<file path="config.mk">
export PLATFORM = sky130hd
export DESIGN_NAME = joystick_event_gen
export DESIGN_NICKNAME = d
export VERILOG_FILES = /design/src/rtl/joystick_pkg.sv /design/src/rtl/joystick_dir_encode.sv /design/src/rtl/joystick_event_gen.sv
export SDC_FILE = /design/constraint.sdc
export NUM_CORES = 1
export LEC_CHECK = 0
export ABC_AREA = 1
export CAP_MARGIN = 25
export CORE_AREA = 4 4 75 77
export CTS_CLUSTER_DIAMETER = 40
export CTS_CLUSTER_SIZE = 16
export DETAILED_ROUTE_END_ITERATION = 6
export DIE_AREA = 0 0 79 81
export GPL_ROUTABILITY_DRIVEN = 0
export HOLD_SLACK_MARGIN = 0.02
export PLACE_DENSITY = 0.9
export SKIP_CTS_REPAIR_TIMING = 1
export SYNTH_ARGS = -nofsm -noshare
export SYNTH_HDL_FRONTEND = slang
export SYNTH_SLANG_ARGS = --single-unit
</file>
<file path="constraint.sdc">
create_clock -name clk_1MHz -period 2.4 [get_ports clk_1MHz]
set_input_delay 0.6 -clock clk_1MHz [delete_from_list [all_inputs] [get_ports clk_1MHz]]
set_output_delay 0.6 -clock clk_1MHz [all_outputs]
set_load 0.005 [all_outputs]
</file>
<file path="src/rtl/joystick_pkg.sv">
`timescale 1ns/1ps
`default_nettype none
// ============================================================================
// Module      : joystick_pkg
// Description : Shared types and default timing constants for the joystick
//               controller, the event generator and the menu logic.
// Revision    : 1.0 - initial release
// ============================================================================
package joystick_pkg;

    // Direction code carried on evt_dir and used by downstream menu logic.
    typedef enum logic [2:0] {
        DIR_NONE  = 3'd0,
        DIR_UP    = 3'd1,
        DIR_DOWN  = 3'd2,
        DIR_LEFT  = 3'd3,
        DIR_RIGHT = 3'd4
    } dir_t;

    // Event generator state encoding.
    typedef enum logic [2:0] {
        ST_IDLE     = 3'd0,
        ST_DEBOUNCE = 3'd1,
        ST_HOLD     = 3'd2,
        ST_REPEAT   = 3'd3,
        ST_RELEASE  = 3'd4
    } state_t;

    // Default timing at the 1 MHz system clock.
    localparam int c_DEBOUNCE_CYCLES = 20000;   // 20 ms
    localparam int c_REPEAT_DELAY    = 500000;  // 500 ms
    localparam int c_REPEAT_PERIOD   = 150000;  // 150 ms

    // Largest of three cycle counts; sizes the shared timing counter.
    function automatic int max3(input int a, input int b, input int c);
        int m;
        m = (a > b) ? a : b;
        return (m > c) ? m : c;
    endfunction

endpackage
`default_nettype wire

</file>
<file path="src/rtl/joystick_dir_encode.sv">
`timescale 1ns/1ps
`default_nettype none
// ============================================================================
// Module      : joystick_dir_encode
// Description : Priority encoder of the raw direction flags:
//               up > down > left > right, otherwise DIR_NONE.
// Revision    : 1.0 - initial release
// ============================================================================
import joystick_pkg::*;

module joystick_dir_encode (
    input  logic i_up,
    input  logic i_down,
    input  logic i_left,
    input  logic i_right,
    output dir_t o_dir
);

    // Diagonals resolve to the higher-priority axis.
    always_comb begin
        o_dir = DIR_NONE;
        if (i_up)
            o_dir = DIR_UP;
        else if (i_down)
            o_dir = DIR_DOWN;
        else if (i_left)
            o_dir = DIR_LEFT;
        else if (i_right)
            o_dir = DIR_RIGHT;
    end

endmodule
`default_nettype wire

</file>
<file path="src/rtl/joystick_event_gen.sv">
`timescale 1ns/1ps
`default_nettype none
// ============================================================================
// Module      : joystick_event_gen
// Description : Turns level joystick direction flags into debounced
//               single-cycle navigation events with hold-to-repeat.
// Revision    : 1.0 - initial release
// ============================================================================
import joystick_pkg::*;

module joystick_event_gen #(
    parameter int DEBOUNCE_CYCLES = c_DEBOUNCE_CYCLES,
    parameter int REPEAT_DELAY    = c_REPEAT_DELAY,
    parameter int REPEAT_PERIOD   = c_REPEAT_PERIOD,
    parameter bit REPEAT_EN       = 1'b1
) (
    input  logic       clk_1MHz,
    input  logic       rst,
    input  logic       joystick_up,
    input  logic       joystick_down,
    input  logic       joystick_left,
    input  logic       joystick_right,
    output logic       evt_valid,
    output logic [2:0] evt_dir,
    output logic       evt_repeat,
    output logic       pressed,
    output logic [7:0] evt_count
);

    localparam int c_CNT_MAX = max3(DEBOUNCE_CYCLES, REPEAT_DELAY, REPEAT_PERIOD);
    localparam int c_CNT_W   = $clog2(c_CNT_MAX);

    // Terminal values: each phase lasts N cycles, counted 0..N-1.
    localparam logic [c_CNT_W-1:0] c_DEB_LAST = c_CNT_W'(DEBOUNCE_CYCLES - 1);
    localparam logic [c_CNT_W-1:0] c_DLY_LAST = c_CNT_W'(REPEAT_DELAY - 1);
    localparam logic [c_CNT_W-1:0] c_PER_LAST = c_CNT_W'(REPEAT_PERIOD - 1);
    localparam logic [c_CNT_W-1:0] c_CNT_ONE  = c_CNT_W'(1);

    dir_t               w_dir_raw;
    state_t             r_state;
    state_t             w_state_nxt;
    logic [c_CNT_W-1:0] r_cnt;
    logic [c_CNT_W-1:0] w_cnt_nxt;
    dir_t               r_cand;
    dir_t               w_cand_nxt;
    logic               w_emit;
    logic               w_emit_rep;

    logic               r_evt_valid;
    dir_t               r_evt_dir;
    logic               r_evt_repeat;
    logic [7:0]         r_evt_count;

    joystick_dir_encode u_dir_encode (
        .i_up    (joystick_up),
        .i_down  (joystick_down),
        .i_left  (joystick_left),
        .i_right (joystick_right),
        .o_dir   (w_dir_raw)
    );

    // State, shared timing counter and latched candidate direction.
    always_ff @(posedge clk_1MHz or posedge rst) begin
        if (rst) begin
            r_state <= ST_IDLE;
            r_cnt   <= '0;
            r_cand  <= DIR_NONE;
        end else begin
            r_state <= w_state_nxt;
            r_cnt   <= w_cnt_nxt;
            r_cand  <= w_cand_nxt;
        end
    end

    // Next-state, counter update and event decision.
    always_comb begin
        w_state_nxt = r_state;
        w_cnt_nxt   = r_cnt;
        w_cand_nxt  = r_cand;
        w_emit      = 1'b0;
        w_emit_rep  = 1'b0;
        case (r_state)
            ST_IDLE: begin
                if (w_dir_raw != DIR_NONE) begin
                    w_cand_nxt  = w_dir_raw;
                    w_cnt_nxt   = '0;
                    w_state_nxt = ST_DEBOUNCE;
                end
            end
            ST_DEBOUNCE: begin
                if (w_dir_raw != r_cand) begin
                    w_cnt_nxt   = '0;
                    w_state_nxt = ST_IDLE;
                end else if (r_cnt == c_DEB_LAST) begin
                    w_emit      = 1'b1;
                    w_cnt_nxt   = '0;
                    w_state_nxt = ST_HOLD;
                end else begin
                    w_cnt_nxt = r_cnt + c_CNT_ONE;
                end
            end
            ST_HOLD: begin
                if (w_dir_raw != r_cand) begin
                    w_cnt_nxt   = '0;
                    w_state_nxt = ST_RELEASE;
                end else if (!REPEAT_EN) begin
                    w_cnt_nxt = '0;
                end else if (r_cnt == c_DLY_LAST) begin
                    w_emit      = 1'b1;
                    w_emit_rep  = 1'b1;
                    w_cnt_nxt   = '0;
                    w_state_nxt = ST_REPEAT;
                end else begin
                    w_cnt_nxt = r_cnt + c_CNT_ONE;
                end
            end
            ST_REPEAT: begin
                if (w_dir_raw != r_cand) begin
                    w_cnt_nxt   = '0;
                    w_state_nxt = ST_RELEASE;
                end else if (r_cnt == c_PER_LAST) begin
                    w_emit     = 1'b1;
                    w_emit_rep = 1'b1;
                    w_cnt_nxt  = '0;
                end else begin
                    w_cnt_nxt = r_cnt + c_CNT_ONE;
                end
            end
            ST_RELEASE: begin
                // Any deflection restarts the centre-hold count, so a direct
                // switch between directions yields nothing until centred.
                if (w_dir_raw != DIR_NONE) begin
                    w_cnt_nxt = '0;
                end else if (r_cnt == c_DEB_LAST) begin
                    w_cnt_nxt   = '0;
                    w_state_nxt = ST_IDLE;
                end else begin
                    w_cnt_nxt = r_cnt + c_CNT_ONE;
                end
            end
            default: begin
                w_cnt_nxt   = '0;
                w_state_nxt = ST_IDLE;
            end
        endcase
    end

    // Registered event outputs and wrapping event counter.
    always_ff @(posedge clk_1MHz or posedge rst) begin
        if (rst) begin
            r_evt_valid  <= 1'b0;
            r_evt_dir    <= DIR_NONE;
            r_evt_repeat <= 1'b0;
            r_evt_count  <= 8'd0;
        end else begin
            r_evt_valid  <= w_emit;
            r_evt_dir    <= w_emit ? r_cand : DIR_NONE;
            r_evt_repeat <= w_emit_rep;
            if (w_emit)
                r_evt_count <= r_evt_count + 8'd1;
        end
    end

    assign evt_valid  = r_evt_valid;
    assign evt_dir    = r_evt_dir;
    assign evt_repeat = r_evt_repeat;
    assign evt_count  = r_evt_count;
    assign pressed    = (r_state == ST_HOLD) || (r_state == ST_REPEAT);

endmodule
`default_nettype wire

</file>
[Yosys cells after proc, flatten, opt, wreduce, memory -nomap -nowiden]
Cells that the tools add are included.
Word-level totals
  register bits after elaboration: 38
  latch bits: 0
  memory bits (writable): 0
  ROM bits: 0
  bits of input ports: 6
  output and inout bits: 14
  word-level logic and storage cells: 59
  memories: 0
Cells by class
  add/sub/neg operators: 2
  $mul: 0
  div/mod/pow operators: 0
  magnitude comparators: 0
  equal/unequal tests: 14
  shift-type cells: 0
  mux-type cells: 31
  bitwise operators: 0
  reduce and logical (&&, ||, !) cells: 5
Operators with widths (number)
  $mux W19: 8
  $pmux W19 S5: 1
  $mux W3: 13
  $add A19 B1 Y19 const B: 1
  $eq A19 B15 Y1 const B: 1
  $eq A19 B18 Y1 const B: 1
  $eq A19 B19 Y1 const B: 1
  $pmux W3 S5: 1
  $add A8 B1 Y8 const B: 1
  $ne A2 B2 Y1 const B: 4
  $eq A3 B2 Y1 const B: 2
  $mux W1: 6
  $ne A3 B3 Y1 const B: 2
  $reduce_and A6 Y1: 1
  $eq A3 B1 Y1 const B: 1
  $eq A3 B3 Y1 const B: 1
  $logic_not A3 Y1: 1
  $ne A3 B3 Y1: 1
  $pmux W1 S3: 1
  $reduce_bool A3 Y1: 1
  $pmux W1 S2: 1
  $reduce_and A2 Y1: 1
  $logic_or A1 B1 Y1: 1

[Depth between registers and ports, before layout]
  depth after elaboration: 8
  depth in mapped cells: 14
  depth with buffers taken out: 13

[By module]
Synthesis repeated with hierarchy kept, for this count alone.
Second synthesis, totals
  cells, all modules: 369
  area, all modules: 2497.4 um^2
By module, submodules not included
  joystick_event_gen: instances 1, cells an instance 360, area each 2458.6 um^2
  joystick_dir_encode: instances 1, cells an instance 9, area each 38.8 um^2

[Worst setup path before layout]
OpenSTA, ideal clock, no wires.
  path kind: in2reg
  start point: input port joystick_left
  end point: register r_evt_count[0] (netlist: evt_count[0])
  arrival: 1.596 ns
  data required time: 2.283 ns
  slack: 0.686 ns
  stages on the path: 10
  path buffers: 0
  cells stage by stage: nor2_2 > nand4_1 > nand2_2 > inv_1 > nand2_2 > nor2_1 > nand2_2 > nand3_2 > nand2_1 > nand2_1
Between the ends
  longest elaborated chain between the ends: 6
  elaborated cells between the ends (all ways): 8
RTL lines
  start, declared: line joystick_event_gen.sv:21  | input logic joystick_left,
  $mux W3 *: line joystick_dir_encode.sv:26  | else if (i_left)
  $mux W3 *: line joystick_dir_encode.sv:24  | else if (i_down)
  $mux W3 *: line joystick_dir_encode.sv:22  | if (i_up)
  $ne A3 B3 Y1 *: line joystick_event_gen.sv:91, joystick_event_gen.sv:103, joystick_event_gen.sv:118
  $mux W1 (on tied branches): line joystick_event_gen.sv:118, joystick_event_gen.sv:91, joystick_event_gen.sv:103
  $pmux W1 S3 *: line joystick_event_gen.sv:82  | case (r_state)
  end signal, assigned: line joystick_event_gen.sv:160  | r_evt_count <= r_evt_count + 8'd1;
  end, declared: line joystick_event_gen.sv:52  | logic [7:0] r_evt_count;
Every way passes the cells marked *; elsewhere a longest branch is shown, timed or not.
A chain may end at the register's enable or synchronous reset.

[Final worst setup path]
  start point: input port joystick_left
  end point: register r_evt_count[4] (netlist: evt_count[4])
Same word-level chain as after synthesis.

==> metrics.txt <==
status=finished clean; yosys warns=0; DRT iter0 DRCs=227; total wire length=6740 µm; max incr delay on CP=510 ps; Lkg Pwr=0.00171 µW; Sw Ratio=39.4%; met3 WL=375 µm; Layout area overhead=13.0%; Clock Power Share=roughly 28%; Synth Cell Area=2860 µm²; Hold Vio Cnt, Final=0; row cnt=26; post-synth top area cell=dfrtp_1; initial antenna violation count=0; CP max stage cell=clkdlybuf4s50_1; CTS tree=yes; Synth cell types=26; fmax=0.463 GHz; IO buf count=19; NumNets Final=~480; Syn Inst Count=roughly 450; FILL cells=445; pwr dens=610 nW/µm²; Psw=777 µW; Avg WL per Cell=12.5 µm; clk_skew=6.36 ps; Starting Density=between 50 and 60%; number of global-route vias before repair=2603; relative slew slack=68.1%; via count=2911; Internal=between 1000 and 1500 µW; CP Cell Sequence=clkdlybuf4s50_1, inv_1, nand2_1, nand2_1, nand2_1, nand2_1, nor2_1, nand2_2, nor2_1, nand2_2, nand3_2, nand2_1, nand2_1; H-tree depth=2; Worst-path clk slew=~80 ps; startpoint types=input pin; period utilization=90.0%; total power=a little under 2000 µW; core area=between 5000 and 6000 µm²; Synth Area per Inst=6.42 µm²; DR DRC count=0; share of cells above drive strength 1=10.0%; ANT cells=0; top cell type's share of synthesized area=roughly 33%; sequential share of the synthesized area=33.2%; # setup viols final=0; CTS max path bufs=2; WS Path Type=in -> reg; combinational share of power=about a third; commonest non-fill, non-tap cell in the layout=nand2_1; Multi-input gate area=1620 µm²; most area-consuming cells after synthesis=dfrtp_1 33%, nand2_1 20%, nand3_1 8.2%; RSZ-0062 raised after global routing=false; net count after synthesis=454; grt ovf=0; setup_tns=0 ps; Root Driver=clkbuf_8; worst path required time=2640 ps; router iterations before antenna repair=5; Min-Delay Path Class=reg -> reg; pin count of the biggest net entering global routing=39; Peak VDD IR=667 µV; die area=roughly 6400 µm²; Die W=79 µm; clock latency on the worst-skew pair=300 ps; CP max FO=9; most frequent CP cell=nand2_1; register share of total power=38.7%; CP endpoint kind=flip-flop; Ports=20; register area=951 µm²; most frequent cells in the layout=156 x nand2_1, 52 x inv_1, 48 x nor2_1; signal arrival time at the worst endpoint=2400 ps; max_cap viols=0; length of routed met2 wiring=approximately 3300 µm; Sink Count=38; top routing layer used=met4; Routed Antenna Nets=0; Post-DP HPWL=4960 µm; met1 WL=2950 µm; worst-margin pin slew=between 400 and 500 ps; Global Route Usage Sum=around 22%; Num CTS Buffers=5; via/cell ratio=5.41; min cycle time layout=2160 ps; max-slew violations=0; DIE HEIGHT=81 µm; first-pass GRT wire length=~12000 µm; FF+latch count, synth=38
==> cell type report <==
class                   count  area share, %
multi-input cells         335           50.0
flip-flops and latches     38           29.4
inverters                  64           7.51
repair buffers             23           6.81
well taps                  70           2.71
clock buffers               5           2.13
clock inverters             3           1.39
==> registers in the layout (all words and copies together), names as in the netlist <==
register and count:
evt_count 8, evt_dir 3, evt_repeat 1, evt_valid 1, r_cand 3, r_cnt 19
r_state 3
==> Yosys cell counts <==
| library cell | instances |
|---|---|
| inv_1 | 52 |
| nand3_4 | 1 |
| dfrtp_1 | 38 |
| nand2_2 | 7 |
| clkbuf_1 | 1 |
| nand3_1 | 47 |
| nor2_1 | 48 |
| nor2_2 | 7 |
| buf_6 | 1 |
| xnor2_1 | 3 |
| nor2_8 | 1 |
| ha_1 | 2 |
| nand3_2 | 2 |
| nor2_4 | 1 |
| nor3_1 | 11 |
| nand2_4 | 1 |
| nand3b_2 | 1 |
| xor2_1 | 12 |
| inv_2 | 11 |
| nand4_1 | 23 |
| nand2_1 | 156 |
| o21ai_0 | 7 |
| a21oi_1 | 3 |
| nor3_4 | 2 |
| buf_2 | 7 |
| inv_4 | 1 |
==> critical path, delay by kind of cell <==
| kind | cells | cell delay (ps) |
|---|---|---|
| buffers and inverters | 2 | 560 |
| AND/OR/NAND/NOR | 11 | 1230 |
==> power groups by stage <==
| stage | clock network [µW] | registers, µW | logic, µW |
|---|---|---|---|
| finish | 552 | 763 | 656 |
| global route | 588 | 774 | 718 |
| CTS | 560 | 763 | 641 |
| detailed placement | 0 | 775 | 638 |
| global placement | 0 | 772 | 619 |
| floorplan | 0 | 748 | 510 |
==> worst paths after layout <==
| kind | start | endpoint | slack (ps) | cells after the start |
|---|---|---|---|---|
| setup / recovery | joystick_left | evt_count[4] | 240 | 13 |
| hold / removal | r_state[0] | r_state[0] | 510 | 2 |
| setup reg to reg | r_cnt[0] | evt_count[4] | 410 | 11 |
| hold reg to reg | r_state[0] | r_state[0] | 510 | 2 |
| max in group asynchronous | rst | r_cnt[16] | 1340 | 3 |
| min in group asynchronous | rst | evt_count[1] | 720 | 3 |
==> layer usage <==
metal / vias to the layer above / GRT usage (%)
li1: 1442 / -
met1: 1337 / 29.1
met2: 110 / 38.0
met3: 22 / 3.33
met4: 0 / 6.87
met5: - / 0
==> cells by family after synthesis <==
group	share of synthesized area, %
AOI/OAI and AO/OA	1.75
adders and majority gates	0.874
xor gates and xnor gates	4.59
DFF	33.2
and+or+nand+nor	49.3
buffers and inverters	10.2
==> metrics by stage <==
stage | utilization [%] | instance area [µm²] | instances | hold WS [ps] | setup WS (ps)
finish | 64.5 | 3230 | 538 | 506 | 240
floorplan | - | 2860 | 446 | 464 | 686
global placement | 62.3 | 3120 | 530 | 489 | 60.6
detailed placement | 62.3 | 3120 | 530 | 486 | -48.6
CTS | 64.5 | 3230 | 538 | 505 | 261
global route | 64.5 | 3230 | 538 | 550 | 52.1
(Power assumes the default switching activity.)
